===== src/rtl/debouncer_edge.sv =====
`default_nettype none
// +--------------------------------------------------------------------------------+
// | debouncer_edge: per-channel polarity, 2-flop sync, hysteresis debounce, pulses |
// | Revision: 1.0                                                                  |
// +--------------------------------------------------------------------------------+
module debouncer_edge #(
  parameter int               WIDTH              = 1,
  parameter int               SAMPLE_CNT_MAX     = 62500,
  parameter int               PULSE_CNT_MAX      = 200,
  parameter logic [WIDTH-1:0] ACTIVE_LOW         = {WIDTH{1'b0}},
  parameter int               WRAPPING_CNT_WIDTH = (SAMPLE_CNT_MAX > 1) ? $clog2(SAMPLE_CNT_MAX) : 1,
  parameter int               SAT_CNT_WIDTH      = $clog2(PULSE_CNT_MAX) + 1
) (
  input  logic             clk,
  input  logic             rst_n,
  input  logic [WIDTH-1:0] glitchy_signal,
  output logic [WIDTH-1:0] debounced_signal,
  output logic [WIDTH-1:0] rise_pulse,
  output logic [WIDTH-1:0] fall_pulse
);

  localparam logic [WRAPPING_CNT_WIDTH-1:0] C_TICK_LAST = WRAPPING_CNT_WIDTH'(SAMPLE_CNT_MAX - 1);
  localparam logic [SAT_CNT_WIDTH-1:0]      C_CNT_MAX   = SAT_CNT_WIDTH'(PULSE_CNT_MAX);

  logic [WIDTH-1:0]              r_sync1;
  logic [WIDTH-1:0]              r_sync2;
  logic [WRAPPING_CNT_WIDTH-1:0] r_tick_cnt;
  logic                          w_tick;

  // Polarity is corrected ahead of the synchronizer so everything downstream is active-high.
  always_ff @(posedge clk or negedge rst_n) begin
    if (!rst_n) begin
      r_sync1 <= '0;
      r_sync2 <= '0;
    end else begin
      r_sync1 <= glitchy_signal ^ ACTIVE_LOW;
      r_sync2 <= r_sync1;
    end
  end

  assign w_tick = (r_tick_cnt == C_TICK_LAST);

  always_ff @(posedge clk or negedge rst_n) begin
    if (!rst_n) begin
      r_tick_cnt <= '0;
    end else if (w_tick) begin
      r_tick_cnt <= '0;
    end else begin
      r_tick_cnt <= r_tick_cnt + WRAPPING_CNT_WIDTH'(1);
    end
  end

  for (genvar i = 0; i < WIDTH; i++) begin : g_chan
    logic [SAT_CNT_WIDTH-1:0] r_cnt;
    logic [SAT_CNT_WIDTH-1:0] w_cnt_next;
    logic                     r_state;
    logic                     r_rise;
    logic                     r_fall;
    logic                     w_state_next;

    // State follows the integrator's next value so it flips on the same edge a bound is hit.
    always_comb begin
      w_cnt_next = r_cnt;
      if (w_tick) begin
        if (r_sync2[i]) begin
          if (r_cnt != C_CNT_MAX) begin
            w_cnt_next = r_cnt + SAT_CNT_WIDTH'(1);
          end
        end else if (r_cnt != '0) begin
          w_cnt_next = r_cnt - SAT_CNT_WIDTH'(1);
        end
      end
      w_state_next = r_state;
      if (w_cnt_next == C_CNT_MAX) begin
        w_state_next = 1'b1;
      end else if (w_cnt_next == '0) begin
        w_state_next = 1'b0;
      end
    end

    always_ff @(posedge clk or negedge rst_n) begin
      if (!rst_n) begin
        r_cnt   <= '0;
        r_state <= 1'b0;
        r_rise  <= 1'b0;
        r_fall  <= 1'b0;
      end else begin
        r_cnt   <= w_cnt_next;
        r_state <= w_state_next;
        r_rise  <= w_state_next & ~r_state;
        r_fall  <= ~w_state_next & r_state;
      end
    end

    assign debounced_signal[i] = r_state;
    assign rise_pulse[i]       = r_rise;
    assign fall_pulse[i]       = r_fall;
  end

endmodule
`default_nettype wire


===== config.mk =====
export PLATFORM = sky130hd
export DESIGN_NAME = debouncer_edge
export DESIGN_NICKNAME = d
export VERILOG_FILES = /design/src/rtl/debouncer_edge.sv
export SDC_FILE = /design/constraint.sdc
export NUM_CORES = 1
export LEC_CHECK = 0
export ABC_CLOCK_PERIOD_IN_PS = 2740
export CAP_MARGIN = 20
export CORE_MARGIN = 2
export CORE_UTILIZATION = 45
export DETAILED_ROUTE_END_ITERATION = 7
export HOLD_SLACK_MARGIN = 0.06
export SLEW_MARGIN = 20
export SYNTH_ARGS = -nofsm -noshare
export SYNTH_HDL_FRONTEND = slang
export SYNTH_SLANG_ARGS = --single-unit

===== constraint.sdc =====
create_clock -name clk -period 2.74 [get_ports clk]
set_input_delay 0.274 -clock clk [delete_from_list [all_inputs] [get_ports clk]]
set_output_delay 0.274 -clock clk [all_outputs]
set_load 0.05 [all_outputs]

Yosys cells after proc, flatten, opt, wreduce, memory -nomap -nowiden. Cells that the tools add are included.

Input port bits: 3. Output and inout bits: 3. Register bits: 30. Word-level logic and storage cells: 26.

Equality and inequality tests: 3. Reduce and logical (&&, ||, !) cells: 2. Multiplexer cells: 7. $add $sub $neg: 3. Bitwise logic cells: 4.

Operator list (number): $mux W9 (4); $add A16 B1 Y16 const B (1); $eq A16 B16 Y1 const B (1); $mux W16 (1); $add A9 B1 Y9 const B (1); $eq A9 B8 Y1 const B (1); $logic_not A9 Y1 (1); $ne A9 B8 Y1 const B (1); $reduce_bool A9 Y1 (1); $sub A9 B1 Y9 const B (1); $and A1 B1 Y1 (2); $mux W1 (2); $not A1 Y1 (2).

Depth between registers and ports, before layout. Gate-level depths: netlist of the first run.

Word-level depth: 9. Depth in mapped cells: 9. Mapped depth without buffers: 8.

Worst setup path after synthesis of the first run. OpenSTA, ideal clock, no wires.

Path kind: reg-to-reg. Start point: reg g_chan[0].r_cnt[0]. End point: reg g_chan[0].r_state, in the netlist debounced_signal. Buffers on the path: 1. Slack: 0.259 ns. Arrival time: 2.395 ns. Library setup time: 0.087 ns. Stages on the path, launching flop included: 10. Period minus slack after synthesis: 2.481 ns. Data required time: 2.653 ns. Path through: dfrtp_1 -> inv_1 -> ha_1 -> or4b_1 -> clkbuf_1 -> o211a_1 -> o21ai_2 -> xnor2_1 -> or4_4 -> o211ai_1.

Longest elaborated chain between the ends: 7. Elaborated cells between the ends (all ways): 12. Classes of those cells: 2 x add/sub; 2 x eq/ne; 6 x mux; 2 x reduce/logical.

RTL lines: start, declared (RTL line 54) `logic [SAT_CNT_WIDTH-1:0] r_cnt;`; start signal, assigned (RTL line 88) `r_cnt <= w_cnt_next;`; $sub A9 B1 Y9, or another cell as far along (RTL line 70) `w_cnt_next = r_cnt - SAT_CNT_WIDTH'(1);`; $mux W9, on equally long branches (RTL line 69, 66); $mux W9 * (RTL line 65) `if (r_sync2[i]) begin`; $mux W9 * (RTL line 64) `if (w_tick) begin`; via g_chan[0].w_cnt_next[2] (RTL line 55) `logic [SAT_CNT_WIDTH-1:0] w_cnt_next;`; $logic_not A9 Y1 (RTL line 76) `end else if (w_cnt_next == '0) begin`; $mux W1 (RTL line 76); $mux W1 * (RTL line 74) `if (w_cnt_next == C_CNT_MAX) begin`; via g_chan[0].w_state_next (RTL line 59) `logic w_state_next;`; end signal, assigned (RTL line 89) `r_state <= w_state_next;`; end, declared (RTL line 56) `logic r_state;`.

The timed path passes the listed nets; every way through them passes the cells marked *.

Worst setup path in the final report of the first run.
Start point: reg g_chan[0].r_cnt[1]. End point: reg g_chan[0].r_state, in the netlist debounced_signal.

The elaborated chain is that of the path after synthesis.

==> run metrics, run 1 <==
status finished, final reports clean; unrepaired setup endpoints after global routing false; antenna diode count 0; Static Leak 0.856 nW; Gate Count Post-Synth between 150 and 200; setup TNS 0 ns; Critical Path RT about 3 ns; die height roughly 67 um; Worst setup SP type register; Async SR Flop Fraction 1.00; Yosys cell types 46; gr usage total 0.204; EDFF count, synth 0; dpl ws 0.0842 ns; clk_lat worst skew around 0.28 ns; crit end category register; io pins 6; Internal 703 uW; Gate power share 0.021; placed cell areas about 1900 um2; port bufs 5; initial antenna violation count 0; sw power between 150 and 200 uW; Sw Share 0.204; clock share of power 0.472; wire length per cell ~16 um; initial DRC count 123; vias per cell around 5.8; share of cells above drive strength 1 0.137; worst-path maximum fanout 7; worst-margin pin slew between 0.5 and 0.6 ns; Layout Utilization 0.530; Detail Route Antenna Nets 0; fin crit share 0.959; sequential area share after synthesis 0.426; area of the multi-input gates between 900 and 1000 um2; H-tree depth 2; Initial Util 0.474; worst hold path type register to register; Max-cap violations 0; number of clock sinks 30; clock-pin slew on the worst setup and hold paths 0.07 ns; Detailed Route WL approximately 3800 um; number of global-route vias before repair between 1,000 and 1,500; Syn. warnings 0; Area growth syn-to-layout 11.8%; Slew HR 0.617; fin crit period around 2.6 ns; Peak VDD IR 0.411 mV; hold_ws 0.351 ns; floorplan row count 22; largest net degree at the start of global routing 31; Fmax achieved between 0.3 and 0.4 GHz; Clock Path Buffers 2; count of pins over their slew limit 0; first-pass GRT wire length roughly 6700 um; Seq. cell area 751 um2; Synth Net Count around 190; final clock skew between 0.006 and 0.007 ns; GRT overflow 0; CTS Buf Count 5; Post-synth top flop dfrtp_1; final hold violations 0; FILL cells ~350; Mean Syn Cell Area a little under 10 um2; cts hold-fix bufs 0; Setup Viol. Count Final 0; pwr/cell area 448 nW/um2; vias 1,373; Core Area 3720 um2; Final WS setup between 0.1 and 0.15 ns; Final nets 196; Post-Syn Area 1760 um2; DR pass1 iterations 4; critical path type register to register; DIE WIDTH approximately 67 um; DRC errors left 0; WP data arrival between 2 and 3 ns; #FFs+latches synth 30; power share of the sequential group 0.507; routability cong. just under 0.9; HPWL after DPL roughly 2800 um; Clock Root Buffer clkbuf_8; CTS tree done; die area between 4000 and 5000 um2; Design Area, Final between 1500 and 2000 um2
[cells by family after synthesis]
group | count (synthesis) | synth area share
fa+ha+maj | 4 | 0.0284
simple gates | 82 | 0.272
buf+inv | 11 | 0.0433
xor+xnor | 20 | 0.0994
flops | 30 | 0.426
compound gates | 31 | 0.131
[worst max-delay path: stages (launching register included)]
cell and delay (ns):
dfrtp_1 0.45, inv_1 0.13, ha_1 0.23, or4b_4 0.53, o211a_1 0.24, o21ai_2 0.14
xnor2_1 0.11, or4_4 0.51, o211ai_1 0.20
[cell usage after synthesis (all sizes together) (4+ instances only)]
master  count  area (um2)
and3        5        32.5
dfrtp      30         751
nand4       7        50.1
inv         4        15.0
xnor2      12         105
o211ai      4        30.0
xor2        8        70.1
ha          4        50.1
nand2      13        48.8
a21oi       4        20.0
nand3      12        60.1
buf         6        57.6
o21ai       8        43.8
nor2       17        63.8
nor3        5        25.0
[metal layers]
| layer | global-route usage | part of all wire |
|---|---|---|
| met1 | 0.255 | 0.46 |
| met3 | 0.0574 | 0.033 |
| met2 | 0.333 | 0.49 |
| met4 | 0.0765 | 0.021 |
| met5 | 0 | 0 |
[repair_timing]
item,CTS,global route
resized for setup,0,2
setup buffers,0,0
endpoints found under the setup margin,0,3
[worst paths after layout]
kind | cells after the start | slack, ns | to | from
worst max register to register | 8 | 0.11 | debounced_signal$_DFF_PN0_ | g_chan[0].r_cnt[1]$_DFF_PN0_
max in group asynchronous | 2 | 2.06 | g_chan[0].r_cnt[7]$_DFF_PN0_ | rst_n
worst min-delay path | 0 | 0.35 | r_sync2$_DFF_PN0_ | r_sync1$_DFF_PN0_
worst max-delay path | 8 | 0.11 | debounced_signal$_DFF_PN0_ | g_chan[0].r_cnt[1]$_DFF_PN0_
min in group asynchronous | 2 | 0.39 | r_tick_cnt[15]$_DFF_PN0_ | rst_n
worst min register to register | 0 | 0.35 | r_sync2$_DFF_PN0_ | r_sync1$_DFF_PN0_
[state kept, by name (all words and copies together) (netlist names)]
name and flops:
rise_pulse 1, r_sync2 1, g_chan.r_cnt 9, fall_pulse 1, r_sync1 1, r_tick_cnt 16
debounced_signal 1
[layout make-up]
type,count,area share
Sequential cell,30,0.381
Timing Repair Buffer,11,0.0483
Inverter,4,0.00762
Multi-Input combinational cell,137,0.477
Tap cell,48,0.0305
Clock buffer,8,0.0559
[cell usage in the layout, fill, tap and decap left out, types with 2 or more instances in the layout]
cell             instances
dfrtp_1                 30
nand2b_1                 2
xor2_1                   8
nor2_1                  17
o211ai_1                 4
a21oi_1                  4
xnor2_1                 12
and4bb_2                 3
nor4_1                   3
nand3_1                 12
nand2_1                 13
and3_1                   4
o21ai_1                  2
clkdlybuf4s50_1          5
clkbuf_8                 8
o211a_1                  2
ha_1                     4
inv_1                    4
a211oi_1                 2
nand4_1                  6
nor3_1                   5
or4_4                    2
nor4bb_1                 2
nor4b_1                  3
o21ai_0                  5
and4_1                   2
buf_4                    6
and2_1                   3
[power groups by stage]
stage	sequential [mW]	clock [mW]	combinational, mW
after floorplan	0.453	0	0.00701
after global placement	0.456	0	0.0188
after detailed placement	0.456	0	0.0191
after CTS	0.447	0.430	0.0189
after global routing	0.448	0.450	0.0210
final	0.448	0.417	0.0183
[through the flow]
stage,power [mW],instances
finish,0.883,238
CTS,0.897,238
floorplan,0.460,178
global placement,0.475,230
global route,0.918,238
detailed placement,0.475,230
Note: power is estimated with default switching activity, not from simulation.
==> inputs of run 2 (changes only) <==
CELL_PAD_IN_SITES_DETAIL_PLACEMENT = 0   (was unset)
CELL_PAD_IN_SITES_GLOBAL_PLACEMENT = 1   (was unset)
PLACE_DENSITY_LB_ADDON = 0.1   (was unset)
==> run 2 against run 1 <==
Sequential power barely moved. Design area shrank 0.44%. Clock skew is 0.0014 ns lower. Power decreased by 5.7%. Worst setup slack better by 0.012 ns. Clock power is 12% lower. Hold slack barely moved. Largest power group unchanged.
==> run metrics, run 2 (synthesized netlist as in run 1, its figures left out) <==
status finished, final reports clean; Crit-path slowest cell or4b_4; sw power 181 uW (+0.83%); port bufs 5 (unchanged); wire length per cell 16.2 um (+0.81%); Reg with most FFs r_tick_cnt; Critical Path RT 2.93 ns (about the same); DRC errors left 0 (unchanged); GRT overflow 0 (unchanged); initial DRC count 138 (+12%); die area 4430 um2 (unchanged); CP max stage delay 0.52 ns (about the same); die height 66.6 um (unchanged); crit end category register; first-pass GRT wire length 6710 um (+0.40%); count of pins over their slew limit 0 (unchanged); Internal 651 uW (-7.4%); critical-path cell list inv_1 -> ha_1 -> or4b_4 -> o211a_1 -> o21ai_2 -> xnor2_1 -> or4_4 -> o211ai_1; worst-margin pin slew 0.497 ns (-0.0698 ns); vias per cell 5.76 (-0.15%); gr usage total 0.203 (-0.000431); io pins 6 (unchanged); clk_lat worst skew 0.28 ns (about the same); pwr/cell area 424 nW/um2 (-5.3%); Clock Root Buffer clkbuf_8; Final nets 196 (unchanged); Setup Viol. Count Final 0 (unchanged); clock share of power 0.441 (-0.031); most common cell after layout, fill and taps aside dfrtp_1; critical path type register to register; worst-path maximum fanout 7 (unchanged); final clock skew 0.00551 ns (-0.00145 ns); floorplan row count 22 (unchanged); initial antenna violation count 0 (unchanged); setup TNS 0 ns (unchanged); DIE WIDTH 66.6 um (unchanged); Area growth syn-to-layout 11.3%; HPWL after DPL 2820 um (+2.2%); worst hold path type register to register; Static Leak 0.846 nW (-1.2%); clock-pin slew on the worst setup and hold paths 0.06 ns (about the same); Worst setup SP type register; final hold violations 0 (unchanged); DR pass1 iterations 4 (unchanged); power share of the sequential group 0.537 (+0.030); Layout Utilization 0.528 (-0.00236); fin crit period 2.62 ns (-0.0116 ns); unrepaired setup endpoints after global routing false; Max-cap violations 0 (unchanged); vias 1,371 (-0.15%); share of cells above drive strength 1 0.142 (+0.00526); antenna diode count 0 (unchanged); H-tree depth 2 (unchanged); Detail Route Antenna Nets 0 (unchanged); Largest regs r_tick_cnt x16, g_chan.r_cnt x9; max FFs per register 16 (unchanged); placed cell areas 1860 um2 (unchanged); Design Area, Final 1960 um2 (-0.44%); Slew HR 0.668 (+0.0507); largest net degree at the start of global routing 31 (unchanged); Sw Share 0.218 (+0.0141); Peak VDD IR 0.330 mV (-20%); CTS tree done; PostCTS Resize Cnt 0 (unchanged); Post-CTS Setup Bufs 0 (unchanged); commonest non-fill, non-tap cells in the layout dfrtp_1, nor2_1, nand2_1; cts hold-fix bufs 0 (unchanged); Core Area 3720 um2 (unchanged); Initial Util 0.474 (unchanged); WP data arrival 2.81 ns (about the same); Fmax achieved 0.382 GHz (+0.44%); Detailed Route WL 3850 um (+0.81%); CTS Buf Count 5 (unchanged); Clock Path Buffers 2 (unchanged); number of global-route vias before repair 1,375 (-0.51%); number of clock sinks 30 (unchanged); fin crit share 0.954 (-0.00422); routability cong. 0.854 (-1.4%); Gate power share 0.021 (about the same)
## run 2: cell types whose count changed in the layout (fill, tap and decap cells not counted), sizes merged
cell      delta
clkbuf       -2
clkinv       +1
clkinvlp     +1
## run 2: per-layer routing
metal	up-vias	wire length, um	global-route usage	part of all wire
li1	676	-	-	-
met1	670	1840	0.281	0.48
met2	20	1830	0.315	0.48
met3	5	131	0.0405	0.034
met4	0	42	0.0714	0.011
met5	-	0	0	0
## run 2: final timing paths
check | from | endpoint | slack (ns) | depth (start not counted)
worst max-delay path | g_chan[0].r_cnt[0]$_DFF_PN0_ | debounced_signal$_DFF_PN0_ | 0.12 | 8
worst min-delay path | r_sync1$_DFF_PN0_ | r_sync2$_DFF_PN0_ | 0.35 | 0
worst max register to register | g_chan[0].r_cnt[0]$_DFF_PN0_ | debounced_signal$_DFF_PN0_ | 0.12 | 8
worst min register to register | r_sync1$_DFF_PN0_ | r_sync2$_DFF_PN0_ | 0.35 | 0
max in group asynchronous | rst_n | g_chan[0].r_cnt[6]$_DFF_PN0_ | 2.09 | 2
min in group asynchronous | rst_n | r_tick_cnt[7]$_DFF_PN0_ | 0.38 | 2
## run 2: worst max-delay path: cells and delay by family, from the launching register on
family | cells | cell delay (ns)
AO/OA/AOI/OAI | 3 | 0.57
flip-flops | 1 | 0.42
AND/OR/NAND/NOR | 2 | 1.04
buffers and inverters | 1 | 0.15
adder cells (fa/ha/maj) | 1 | 0.22
XOR/XNOR | 1 | 0.12
## run 2: final cells by class
cell class,instances,area (um2)
clock inverters,2,12.5
flip-flops and latches,30,751
fillers,350,1750
clock buffers,6,82.6
multi-input cells,137,946
repair buffers,11,95.1
inverters,4,15.0
well taps,48,60.1
## run 2: power groups by stage
| stage | Sequential (mW) | Clock (mW) | Combinational [mW] |
|---|---|---|---|
| global route | 0.447 | 0.394 | 0.0212 |
| detailed placement | 0.455 | 0 | 0.0189 |
| floorplan | 0.453 | 0 | 0.00701 |
| CTS | 0.447 | 0.376 | 0.0190 |
| finish | 0.447 | 0.368 | 0.0179 |
| global placement | 0.456 | 0 | 0.0185 |
## run 2: stage by stage
| stage | hold WS, ns | power (mW) | cells | setup slack [ns] |
|---|---|---|---|---|
| 6_report | 0.351 | 0.833 | 238 | 0.125 |
| 5_1_grt | 0.375 | 0.862 | 238 | 0.000228 |
| 4_1_cts | 0.351 | 0.842 | 238 | 0.0501 |
| 3_5_place_dp | 0.342 | 0.474 | 230 | 0.0764 |
| 3_3_place_gp | 0.344 | 0.474 | 230 | 0.188 |
| 2_1_floorplan | -0.0216 | 0.460 | 178 | 0.259 |
==> inputs of run 3 (changes only) <==
CTS_CLUSTER_SIZE = 20   (was unset)
SETUP_SLACK_MARGIN = 0.4   (was unset)
==> run 3 against run 2 <==
Largest cell class unchanged. Maximum frequency rose by 11%. Critical path depth did not move. Power rose by 0.24%. Critical endpoint unchanged. Non-clock buffer count rose by 10. Register-to-register slack improved by 0.25 ns. Routed wire length rose by 6.4%. Clock-buffer cell count rose by 1. Via count rose by 4.6%. First-iteration DRC count fell by 37%. Sequential power barely moved. Utilization rose by 5.5 points. Cell count rose by 4.2%.
==> run metrics, run 3 (synthesized netlist as in run 1, its figures left out) <==
area of the multi-input gates 1070 um2 (+13%); Crit-path slowest cell or4b_4; unrepaired setup endpoints after global routing true; Critical Path RT 2.93 ns (about the same); largest net degree at the start of global routing 31 (unchanged); max FFs per register 16 (unchanged); reg-to-reg startpoint g_chan[0].r_cnt[1]$_DFF_PN0_; hold path startpoint r_sync1$_DFF_PN0_; sw power 182 uW (+0.20%); Fmax achieved 0.423 GHz (+11%); antenna diode count 0 (unchanged); io pins 6 (unchanged); number of global-route vias before repair 1,432 (+4.1%); clk_lat worst skew 0.28 ns (about the same); DR pass1 iterations 4 (unchanged); Detailed Route WL 4090 um (+6.4%); initial DRC count 87 (-37%); Slew HR 0.670 (+0.00225); floorplan row count 22 (unchanged); number of clock sinks 30 (unchanged); vias 1,434 (+4.6%); Clock Path Buffers 2 (unchanged); Peak VDD IR 0.235 mV (-29%); status finished, final reports clean; worst-margin pin slew 0.494 ns (-0.00337 ns); die area 4430 um2 (unchanged); DRC errors left 0 (unchanged); Max-cap violations 0 (unchanged); gr usage total 0.213 (+0.0102); Seq. cell area 757 um2 (+0.83%); port bufs 5 (unchanged); crit end category register; CP max stage delay 0.50 ns (-0.02 ns); fin crit share 0.863 (-0.0913); worst-path maximum fanout 5 (-2); CTS Buf Count 5 (unchanged); Detail Route Antenna Nets 0 (unchanged); commonest non-fill, non-tap cells in the layout dfrtp_1, nor2_1, buf_4; Gate power share 0.023 (+0.002); WP data arrival 2.56 ns (-0.25 ns); Setup Viol. Count Final 0 (unchanged); Top Family by Delay on Critical Path simple AND/OR/NAND/NOR gates; critical path type register to register; Sw Share 0.218 (about the same); H-tree depth 2 (unchanged); Internal 653 uW (+0.26%); Area growth syn-to-layout 22.9%; Worst setup SP type register; setup TNS 0 ns (unchanged); buffers and inverters on the worst path 1 (unchanged); clock share of power 0.440 (about the same); Static Leak 0.919 nW (+8.6%); Initial Util 0.474 (unchanged); DIE WIDTH 66.6 um (unchanged); critical-path cell list inv_2 -> ha_4 -> or4b_4 -> o211a_1 -> o21ai_2 -> xnor2_2 -> or4_4 -> o211ai_1; count of pins over their slew limit 0 (unchanged); initial antenna violation count 0 (unchanged); Clock Root Buffer clkbuf_8; Layout Utilization 0.583 (+0.0552); clock-pin slew on the worst setup and hold paths 0.07 ns (about the same); final clock skew 0.00797 ns (+0.00246 ns); wire length per cell 16.5 um (+2.1%); most common cell after layout, fill and taps aside dfrtp_1; Critical Path Start g_chan[0].r_cnt[1]$_DFF_PN0_; HPWL after DPL 2690 um (-4.5%); Core Area 3720 um2 (unchanged); fin crit period 2.37 ns (-0.250 ns); vias per cell 5.78 (+0.38%); CTS tree done; FILL cells 342 (-2.3%); die height 66.6 um (unchanged); cts hold-fix bufs 0 (unchanged); routability cong. 0.880 (+3.1%); pwr/cell area 385 nW/um2 (-9.2%); share of cells above drive strength 1 0.285 (+0.143); GRT overflow 0 (unchanged); Final nets 206 (+5.1%); worst hold path type register to register; final hold violations 0 (unchanged); Reg with most FFs r_tick_cnt; first-pass GRT wire length 7020 um (+4.7%); Largest regs r_tick_cnt x16, g_chan.r_cnt x9; power share of the sequential group 0.537 (about the same)
==> run 3: power by group through the flow <==
stage / sequential (mW) / clock, mW / combinational [mW]
floorplan: 0.453 / 0 / 0.00724
global placement: 0.456 / 0 / 0.0183
detailed placement: 0.456 / 0 / 0.0188
CTS: 0.448 / 0.374 / 0.0198
global route: 0.448 / 0.397 / 0.0221
finish: 0.448 / 0.367 / 0.0192
==> run 3: cell type report <==
class	count	area share
clock buffers	7	0.0398
clock inverters	1	0.00231
inverters	4	0.00693
multi-input cells	137	0.495
flip-flops and latches	30	0.349
well taps	48	0.0277
repair buffers	21	0.0785
==> run 3: worst reg2reg max path: stages, from the launching register on <==
cell	delay [ns]
dfrtp_2	0.41
inv_2	0.09
ha_4	0.14
or4b_4	0.50
o211a_1	0.24
o21ai_2	0.17
xnor2_2	0.11
or4_4	0.43
o211ai_1	0.17
==> run 3: repair_timing <==
item	4_1_cts	5_1_grt
buffers inserted	9	2
endpoints found under the setup margin	3	3
resized for setup	13	12
pin swaps	1	5
==> run 3: metrics by stage <==
step | worst slack [ns] | total power, mW | hold WS, ns | cells | cell area [um2]
2_1_floorplan | 0.384 | 0.461 | -0.0216 | 178 | 1780
3_3_place_gp | 0.273 | 0.474 | 0.347 | 229 | 1870
3_5_place_dp | 0.215 | 0.474 | 0.340 | 229 | 1870
4_1_cts | 0.384 | 0.842 | 0.361 | 246 | 2080
5_1_grt | 0.209 | 0.867 | 0.370 | 248 | 2170
6_report | 0.375 | 0.835 | 0.357 | 248 | 2170
==> run 3: worst paths after layout <==
kind | end | cells after the start | slack, ns
worst min-delay path | r_sync2$_DFF_PN0_ | 0 | 0.36
worst max-delay path | debounced_signal$_DFF_PN0_ | 8 | 0.37
min in group asynchronous | g_chan[0].r_cnt[0]$_DFF_PN0_ | 2 | 0.38
max in group asynchronous | g_chan[0].r_cnt[6]$_DFF_PN0_ | 2 | 2.05
worst max register to register | debounced_signal$_DFF_PN0_ | 8 | 0.37
worst min register to register | r_sync2$_DFF_PN0_ | 0 | 0.36
==> run 3: metal layers <==
metal	share of wire	global-route usage	routed length, um	vias up
met5	0	0	0	-
met4	0.013	0.0689	54	0
met3	0.037	0.0456	153	7
met2	0.45	0.328	1860	23
met1	0.49	0.299	2020	699
li1	-	-	-	705
